--- src/rtl/mips_isa_pkg.sv ---
// mips_isa_pkg: shared MIPS ISA definitions for the instruction encoder.
//   - op_e        : abstract operation enum (values 22..31 are illegal)
//   - OPC_*/FUNCT_*: opcode and funct map (same map the control decoder uses)
//   - enc_state_e : encoder FSM states
//   - inst_desc_t : instruction descriptor payload
//   - r_word/i_word/j_word : field packers for the three instruction formats
package mips_isa_pkg;

  localparam int unsigned OP_W    = 5;
  localparam int unsigned REG_W   = 5;
  localparam int unsigned IMM_W   = 16;
  localparam int unsigned TGT_W   = 26;
  localparam int unsigned OPC_W   = 6;
  localparam int unsigned FUNCT_W = 6;
  localparam int unsigned WORD_W  = 32;

  typedef enum logic [OP_W-1:0] {
    OP_ADD  = 5'd0,
    OP_ADDI, OP_AND,  OP_ANDI, OP_BEQ, OP_BNE, OP_J,    OP_JAL,
    OP_JR,   OP_LUI,  OP_LW,   OP_OR,  OP_ORI, OP_SLL,  OP_SRL,
    OP_SW,   OP_SUB,  OP_XOR,  OP_XORI, OP_SRA, OP_SLT, OP_SLTI
  } op_e;

  localparam logic [OPC_W-1:0] OPC_RTYPE = 6'h00;
  localparam logic [OPC_W-1:0] OPC_ADDI  = 6'h08;
  localparam logic [OPC_W-1:0] OPC_ANDI  = 6'h0C;
  localparam logic [OPC_W-1:0] OPC_BEQ   = 6'h04;
  localparam logic [OPC_W-1:0] OPC_BNE   = 6'h05;
  localparam logic [OPC_W-1:0] OPC_J     = 6'h02;
  localparam logic [OPC_W-1:0] OPC_JAL   = 6'h03;
  localparam logic [OPC_W-1:0] OPC_LUI   = 6'h0F;
  localparam logic [OPC_W-1:0] OPC_LW    = 6'h23;
  localparam logic [OPC_W-1:0] OPC_ORI   = 6'h0D;
  localparam logic [OPC_W-1:0] OPC_SW    = 6'h2B;
  localparam logic [OPC_W-1:0] OPC_XORI  = 6'h0E;
  localparam logic [OPC_W-1:0] OPC_SLTI  = 6'h0A;

  localparam logic [FUNCT_W-1:0] FUNCT_ADD = 6'h20;
  localparam logic [FUNCT_W-1:0] FUNCT_AND = 6'h24;
  localparam logic [FUNCT_W-1:0] FUNCT_JR  = 6'h08;
  localparam logic [FUNCT_W-1:0] FUNCT_OR  = 6'h25;
  localparam logic [FUNCT_W-1:0] FUNCT_SLL = 6'h00;
  localparam logic [FUNCT_W-1:0] FUNCT_SRL = 6'h02;
  localparam logic [FUNCT_W-1:0] FUNCT_SUB = 6'h22;
  localparam logic [FUNCT_W-1:0] FUNCT_XOR = 6'h26;
  localparam logic [FUNCT_W-1:0] FUNCT_SRA = 6'h03;
  localparam logic [FUNCT_W-1:0] FUNCT_SLT = 6'h2A;

  localparam logic [REG_W-1:0] ZERO_REG = 5'd0;

  typedef enum logic [1:0] {
    ST_IDLE = 2'd0,
    ST_LOAD = 2'd1,
    ST_DONE = 2'd2,
    ST_FULL = 2'd3
  } enc_state_e;

  // op is kept as raw bits so illegal encodings can be carried
  typedef struct packed {
    logic [OP_W-1:0]  op;
    logic [REG_W-1:0] rs;
    logic [REG_W-1:0] rt;
    logic [REG_W-1:0] rd;
    logic [REG_W-1:0] shamt;
    logic [IMM_W-1:0] imm;
    logic [TGT_W-1:0] target;
  } inst_desc_t;

  function automatic logic [WORD_W-1:0] r_word(input logic [REG_W-1:0]   rs,
                                                input logic [REG_W-1:0]   rt,
                                                input logic [REG_W-1:0]   rd,
                                                input logic [REG_W-1:0]   shamt,
                                                input logic [FUNCT_W-1:0] funct);
    return {OPC_RTYPE, rs, rt, rd, shamt, funct};
  endfunction

  function automatic logic [WORD_W-1:0] i_word(input logic [OPC_W-1:0] opc,
                                                input logic [REG_W-1:0] rs,
                                                input logic [REG_W-1:0] rt,
                                                input logic [IMM_W-1:0] imm);
    return {opc, rs, rt, imm};
  endfunction

  function automatic logic [WORD_W-1:0] j_word(input logic [OPC_W-1:0] opc,
                                                input logic [TGT_W-1:0] target);
    return {opc, target};
  endfunction

endpackage

--- src/rtl/mips_inst_pack.sv ---
// mips_inst_pack: combinational descriptor -> 32-bit MIPS word.
//   desc    in   instruction descriptor (op + fields)
//   word    out  encoded instruction (0 when illegal)
//   illegal out  op is outside the defined enum range
// Fields that the format forces to zero are dropped here, not masked upstream.
module mips_inst_pack
  import mips_isa_pkg::*;
(
  input  inst_desc_t          desc,
  output logic [WORD_W-1:0]   word,
  output logic                illegal
);

  always_comb begin
    word    = '0;
    illegal = 1'b0;
    case (desc.op)
      // plain R-type ALU ops: shamt forced to zero
      OP_ADD:  word = r_word(desc.rs, desc.rt, desc.rd, ZERO_REG, FUNCT_ADD);
      OP_AND:  word = r_word(desc.rs, desc.rt, desc.rd, ZERO_REG, FUNCT_AND);
      OP_OR:   word = r_word(desc.rs, desc.rt, desc.rd, ZERO_REG, FUNCT_OR);
      OP_SUB:  word = r_word(desc.rs, desc.rt, desc.rd, ZERO_REG, FUNCT_SUB);
      OP_XOR:  word = r_word(desc.rs, desc.rt, desc.rd, ZERO_REG, FUNCT_XOR);
      OP_SLT:  word = r_word(desc.rs, desc.rt, desc.rd, ZERO_REG, FUNCT_SLT);
      // shifts: rs forced to zero, shamt kept
      OP_SLL:  word = r_word(ZERO_REG, desc.rt, desc.rd, desc.shamt, FUNCT_SLL);
      OP_SRL:  word = r_word(ZERO_REG, desc.rt, desc.rd, desc.shamt, FUNCT_SRL);
      OP_SRA:  word = r_word(ZERO_REG, desc.rt, desc.rd, desc.shamt, FUNCT_SRA);
      // JR only uses rs
      OP_JR:   word = r_word(desc.rs, ZERO_REG, ZERO_REG, ZERO_REG, FUNCT_JR);
      OP_ADDI: word = i_word(OPC_ADDI, desc.rs, desc.rt, desc.imm);
      OP_ANDI: word = i_word(OPC_ANDI, desc.rs, desc.rt, desc.imm);
      OP_BEQ:  word = i_word(OPC_BEQ,  desc.rs, desc.rt, desc.imm);
      OP_BNE:  word = i_word(OPC_BNE,  desc.rs, desc.rt, desc.imm);
      OP_LW:   word = i_word(OPC_LW,   desc.rs, desc.rt, desc.imm);
      OP_ORI:  word = i_word(OPC_ORI,  desc.rs, desc.rt, desc.imm);
      OP_SW:   word = i_word(OPC_SW,   desc.rs, desc.rt, desc.imm);
      OP_XORI: word = i_word(OPC_XORI, desc.rs, desc.rt, desc.imm);
      OP_SLTI: word = i_word(OPC_SLTI, desc.rs, desc.rt, desc.imm);
      // LUI has no source register
      OP_LUI:  word = i_word(OPC_LUI, ZERO_REG, desc.rt, desc.imm);
      OP_J:    word = j_word(OPC_J,   desc.target);
      OP_JAL:  word = j_word(OPC_JAL, desc.target);
      default: illegal = 1'b1;
    endcase
  end

endmodule

--- src/rtl/mips_inst_encoder.sv ---
// mips_inst_encoder: program loader that encodes instruction descriptors and
// writes them to instruction memory at consecutive word addresses.
//   clk, rst           clock, synchronous active-high reset
//   start, finish      begin program at BASE_ADDR / end program
//   in_valid/in_ready  descriptor stream handshake
//   in_op..in_target   descriptor fields
//   imem_we/addr/wdata registered instruction-memory write port (1-cycle latency)
//   count              words written since start
//   busy/done/full     state is LOAD / DONE / FULL
//   err_illegal        sticky, an illegal op was accepted since start
// Optional: define MIPS_INST_ENC_CHECKSUM_EN to add output checksum, the XOR
// of every word written since start.
module mips_inst_encoder
  import mips_isa_pkg::*;
#(
  parameter int unsigned ADDR_W    = 8,
  parameter int unsigned BASE_ADDR = 0
) (
  input  logic                clk,
  input  logic                rst,
  input  logic                start,
  input  logic                finish,
  input  logic                in_valid,
  output logic                in_ready,
  input  logic [OP_W-1:0]     in_op,
  input  logic [REG_W-1:0]    in_rs,
  input  logic [REG_W-1:0]    in_rt,
  input  logic [REG_W-1:0]    in_rd,
  input  logic [REG_W-1:0]    in_shamt,
  input  logic [IMM_W-1:0]    in_imm,
  input  logic [TGT_W-1:0]    in_target,
  output logic                imem_we,
  output logic [ADDR_W-1:0]   imem_addr,
  output logic [WORD_W-1:0]   imem_wdata,
  output logic [ADDR_W:0]     count,
  output logic                busy,
  output logic                done,
  output logic                full,
  output logic                err_illegal
`ifdef MIPS_INST_ENC_CHECKSUM_EN
  ,
  output logic [WORD_W-1:0]   checksum
`endif
);

  localparam int unsigned       CNT_W    = ADDR_W + 1;
  localparam logic [ADDR_W-1:0] BASE     = ADDR_W'(BASE_ADDR);
  // count value before the final slot is written
  localparam logic [CNT_W-1:0]  LAST_CNT = {1'b0, {ADDR_W{1'b1}}};

  enc_state_e          state, state_nxt;
  logic [ADDR_W-1:0]   ptr, ptr_nxt;
  logic [CNT_W-1:0]    count_nxt;
  logic                we_nxt;
  logic [ADDR_W-1:0]   addr_nxt;
  logic [WORD_W-1:0]   wdata_nxt;
  logic                err_nxt;
`ifdef MIPS_INST_ENC_CHECKSUM_EN
  logic [WORD_W-1:0]   checksum_nxt;
`endif

  inst_desc_t          desc_c;
  logic [WORD_W-1:0]   word_c;
  logic                illegal_c;
  logic                xfer_c;
  logic                write_c;
  logic                last_write_c;
  logic                restart_c;

  assign desc_c = '{op: in_op, rs: in_rs, rt: in_rt, rd: in_rd,
                    shamt: in_shamt, imm: in_imm, target: in_target};

  mips_inst_pack u_pack (
    .desc    (desc_c),
    .word    (word_c),
    .illegal (illegal_c)
  );

  // Handshake depends only on registered state, never on in_valid
  assign in_ready     = (state == ST_LOAD) && !count[ADDR_W];
  assign xfer_c       = in_valid && in_ready;
  assign write_c      = xfer_c && !illegal_c;
  assign last_write_c = write_c && (count == LAST_CNT);
  assign restart_c    = (state != ST_LOAD) && start;

  assign busy = (state == ST_LOAD);
  assign done = (state == ST_DONE);
  assign full = (state == ST_FULL);

  // State register
  always_ff @(posedge clk) begin
    if (rst) state <= ST_IDLE;
    else     state <= state_nxt;
  end

  // Next-state logic; filling the last slot takes priority over finish
  always_comb begin
    state_nxt = state;
    case (state)
      ST_LOAD: begin
        if (last_write_c)  state_nxt = ST_FULL;
        else if (finish)   state_nxt = ST_DONE;
      end
      default: begin
        if (start) state_nxt = ST_LOAD;
      end
    endcase
  end

  // Next values for the registered write port and program bookkeeping
  always_comb begin
    we_nxt    = 1'b0;
    addr_nxt  = imem_addr;
    wdata_nxt = imem_wdata;
    ptr_nxt   = ptr;
    count_nxt = count;
    err_nxt   = err_illegal;
`ifdef MIPS_INST_ENC_CHECKSUM_EN
    checksum_nxt = checksum;
`endif
    if (restart_c) begin
      ptr_nxt   = BASE;
      count_nxt = '0;
      err_nxt   = 1'b0;
`ifdef MIPS_INST_ENC_CHECKSUM_EN
      checksum_nxt = '0;
`endif
    end else if (xfer_c) begin
      if (illegal_c) begin
        err_nxt = 1'b1;
      end else begin
        we_nxt    = 1'b1;
        addr_nxt  = ptr;
        wdata_nxt = word_c;
        ptr_nxt   = ptr + ADDR_W'(1);
        count_nxt = count + CNT_W'(1);
`ifdef MIPS_INST_ENC_CHECKSUM_EN
        checksum_nxt = checksum ^ word_c;
`endif
      end
    end
  end

  // Output and datapath registers; reset drops any pending write
  always_ff @(posedge clk) begin
    if (rst) begin
      imem_we     <= 1'b0;
      imem_addr   <= BASE;
      imem_wdata  <= '0;
      ptr         <= BASE;
      count       <= '0;
      err_illegal <= 1'b0;
`ifdef MIPS_INST_ENC_CHECKSUM_EN
      checksum    <= '0;
`endif
    end else begin
      imem_we     <= we_nxt;
      imem_addr   <= addr_nxt;
      imem_wdata  <= wdata_nxt;
      ptr         <= ptr_nxt;
      count       <= count_nxt;
      err_illegal <= err_nxt;
`ifdef MIPS_INST_ENC_CHECKSUM_EN
      checksum    <= checksum_nxt;
`endif
    end
  end

endmodule

--- config.mk ---
export PLATFORM = sky130hd
export DESIGN_NAME = mips_inst_encoder
export DESIGN_NICKNAME = d
export VERILOG_FILES = /design/src/rtl/mips_isa_pkg.sv /design/src/rtl/mips_inst_pack.sv /design/src/rtl/mips_inst_encoder.sv
export SDC_FILE = /design/constraint.sdc
export NUM_CORES = 1
export LEC_CHECK = 0
export CAP_MARGIN = 20
export CORE_MARGIN = 5
export CORE_UTILIZATION = 42
export CTS_BUF_LIST = sky130_fd_sc_hd__clkbuf_2
export CTS_CLUSTER_SIZE = 14
export DETAILED_ROUTE_END_ITERATION = 16
export GPL_ROUTABILITY_DRIVEN = 0
export GPL_TIMING_DRIVEN = 0
export PLACE_DENSITY_LB_ADDON = 0.3
export SYNTH_ARGS = -nofsm -noshare
export SYNTH_HDL_FRONTEND = slang
export SYNTH_HIERARCHICAL = 1
export SYNTH_SLANG_ARGS = --single-unit
--- constraint.sdc ---
create_clock -name clk -period 2.3 [get_ports clk]
set_input_delay 0.575 -clock clk [delete_from_list [all_inputs] [get_ports clk]]
set_output_delay 0.575 -clock clk [all_outputs]
set_load 0.03 [all_outputs]
==> reports/qor.yml <==
timing:
  finalCritPeriodShare_pct: 98.0
  fin_skew_ps: 27.4
  hold_slack_ps: 485
  maxSlewViolCount: 0
  fmax_mhz: 444
  fin_crit_ps: 2250
  max-slew-margin-rel_pct: 57.5
  hold_viol: 0
  finalSetupViolations: 0
  tightest_slew_ps: 630
yosys:
  syn_inst: 431
  synth_ff_type: "dfxtp_1"
  synth.yosys.seq_area_share_pct: 35.2
  syn_avg_cell_area_um2: 8.05
  ys_ff_latch: 61
  async_flop_share_pct: 0
  synth_top_area_share_pct: 35.2
  synth_edf_count: 0
  netlist_area_mm2: 0.00347
  yosysTopAreaCell: "dfxtp_1"
  yosys-top-cells-area: "dfxtp_1 (35%), a21oi_1 (7.9%), o21ai_0 (7.9%)"
  yosysWarningCount: 6
  synth_nets: 506
  synth.distinct_cells: 60
floorplan:
  die_w_um: 101
  die_area_mm2: 0.0102
  coreArea_mm2: 0.00813
  ios: 127
  die_height_um: 101
  initial_utilization_pct: 42.7
  core.rowCount: 33
flow_run:
  cap_violations: 0
grt:
  grt_pass1_vias: 3890
  grt_overflow: 0
  grt_max_degree: 11
  grt_usage_pct: 22.7
  grt_antenna_before_repair: 0
  grt_pass1_wl_um: 18500
pwr:
  p_per_area_mw_per_mm2: 439
  leakage_nw: 1.83
  ir_drop_uv: 209
  power_w: 0.00219
routing:
  drtPass1Iterations: 6
  antenna_left: 0
  drt-total-wl_um: 11800
  vias: 3995
  wl_per_cell_um: 17.5
  initialDrtViolationCount: 265
  drc: 0
  vias_per_cell: 5.92
cts:
  worstSkewPairLatency_ps: 490
  clockBufferDepth: 2
  clk_pin_slew_ps: 170
  cts_setup_buffers: 0
  cts.htree.levels: 3
  cts_sinks: 61
  hold_buffers: 0
  cts_tree: "done"
  clk_root_buffer_cell: "clkbuf_2"
  cts_buffers: 9
setup_path:
  cp_cell_sequence: "dlygate4sd2_1 > clkbuf_4 > buf_2 > a21oi_2 > nor2_4 > or3b_1 > buf_6 > or4_4 > a21oi_2"
  cpMostUsedCell: "a21oi_2"
  end_kind: "flop"
  max_stage_delay_ps: 480
  crit_fanout: 10
  critPathTopFamily: "simple AND/OR/NAND/NOR gates"
  crit_path_start_kind: "input pin"
  slowest_stage: "or4_4"
  cp.arrival_ps: 2690
  required_ps: 2740
  crit_type: "input pin to flop"
  crit_buf_inv: 4
finish:
  layout_commonest_cell: "clkdlybuf4s50_1"
  final_nets: 641
  drive_above_1_share_pct: 11.1
  antenna_cells: 0
  area_growth_pct: 43.7
  final_cell_mix: "clkdlybuf4s50_1 (114), dfxtp_1 (59), o21ai_0 (55), a21oi_1 (54), nand3_1 (48)"
  fillers: 737
hold_path:
  min_path_type: "flop to flop"
placed_design:
  dp_hpwl_um: 9010
  port_buffers: 125
outcome:
  status: "completed"
-- routing by layer --
layer	global-route usage, %	wire [um]
met5	0	0
met2	37.3	5800
met1	28.6	4820
met4	9.41	248
met3	4.98	979
-- tightest hold or removal path: cells and delay by family, from the launching register on --
kind / cells / cell delay, ps
compound gates: 2 / 120
flops: 1 / 340
-- cells by family after synthesis --
logic type	count (synthesis)	synth area share [%]
adders and majority gates	3	1.08
AOI/OAI and AO/OA	176	32.6
and+or+nand+nor	126	20.9
buffers and inverters	55	7.61
other	1	0.108
xor gates and xnor gates	3	0.757
DFF	61	35.2
muxes	6	1.73
-- layout make-up --
| cell class | instances | area [um2] | area share (%) |
|---|---|---|---|
| sequential | 61 | 1230 | 24.6 |
| inverter | 10 | 40.0 | 0.803 |
| clock inverter | 6 | 31.3 | 0.627 |
| clock buffer | 9 | 45.0 | 0.903 |
| multi-input combinational | 315 | 2010 | 40.4 |
| timing repair buffer | 125 | 1250 | 25.1 |
| buffer | 44 | 246 | 4.94 |
| tap | 105 | 131 | 2.63 |
-- worst paths after layout --
path	endpoint	slack, ps	from	depth (start not counted)
hold / removal	imem_addr[2]$_SDFFE_PP0P_	480	imem_addr[2]$_SDFFE_PP0P_	2
hold reg to reg	imem_addr[2]$_SDFFE_PP0P_	480	imem_addr[2]$_SDFFE_PP0P_	2
setup / recovery	count[3]$_SDFFE_PP0P_	50	in_op[3]	9
setup reg to reg	err_illegal$_SDFFE_PP0P_	480	state[1]$_SDFFE_PP0P_	6
-- synth_stat cells (2+ instances only) --
library cell  count
ha_1              3
inv_1             9
o22ai_1           2
clkbuf_1         27
a21o_1            2
nor3_1            4
dfxtp_1          61
o21a_1            2
a22o_1           12
and3_1           11
o21ai_0          55
or3b_1            2
nand2b_1          4
o211ai_1          5
o31ai_1           6
buf_6             4
xnor2_1           3
nand3_1          48
nand2_1          11
buf_2            12
a21oi_1          55
nor2_1           10
or4_4             3
nand3b_1          3
or3_1             3
o32ai_1           2
a221o_1          12
a22oi_1           2
mux2i_1           6
and2b_1           2
a21oi_2           3
a211o_1           4
and2_1            3
nor2b_1           5
nor4_1            2
nand4bb_1         2
or4_1             4
nand4_1           4
nand4b_1          2
-- sequential cells by signal, indices dropped and copies added, names as in the netlist --
name	cells
imem_addr	8
ptr	8
err_illegal	1
count	9
state	2
imem_wdata	32
imem_we	1
-- power breakdown --
part	total, W	switching (W)	leakage, nW	internal [W]
clock	0.000518	0.000393	0.0547	0.000125
sequential	0.00109	0.0000120	0.494	0.00107
combinational	0.000586	0.000317	1.28	0.000269
total	0.00219	0.000722	1.83	0.00147
-- metrics by stage --
step	instance area [um2]	cells	setup WS [ps]	utilization [%]	setup TNS (ps)
after floorplan	3470	431	18.1	-	0
after global placement	4850	661	-868	59.7	-48040
after detailed placement	4850	661	-1040	59.7	-54190
after CTS	4960	676	3.33	61.0	0
after global routing	4990	675	-9.95	61.3	-9.95
final	4990	675	45.9	61.3	0
-- timing repair --
action | CTS | global route
endpoints found under the setup margin | 61 | 58
gates resized for setup | 37 | 16
cloned | 0 | 0
No activity file was read; power rests on OpenSTA's default activity.
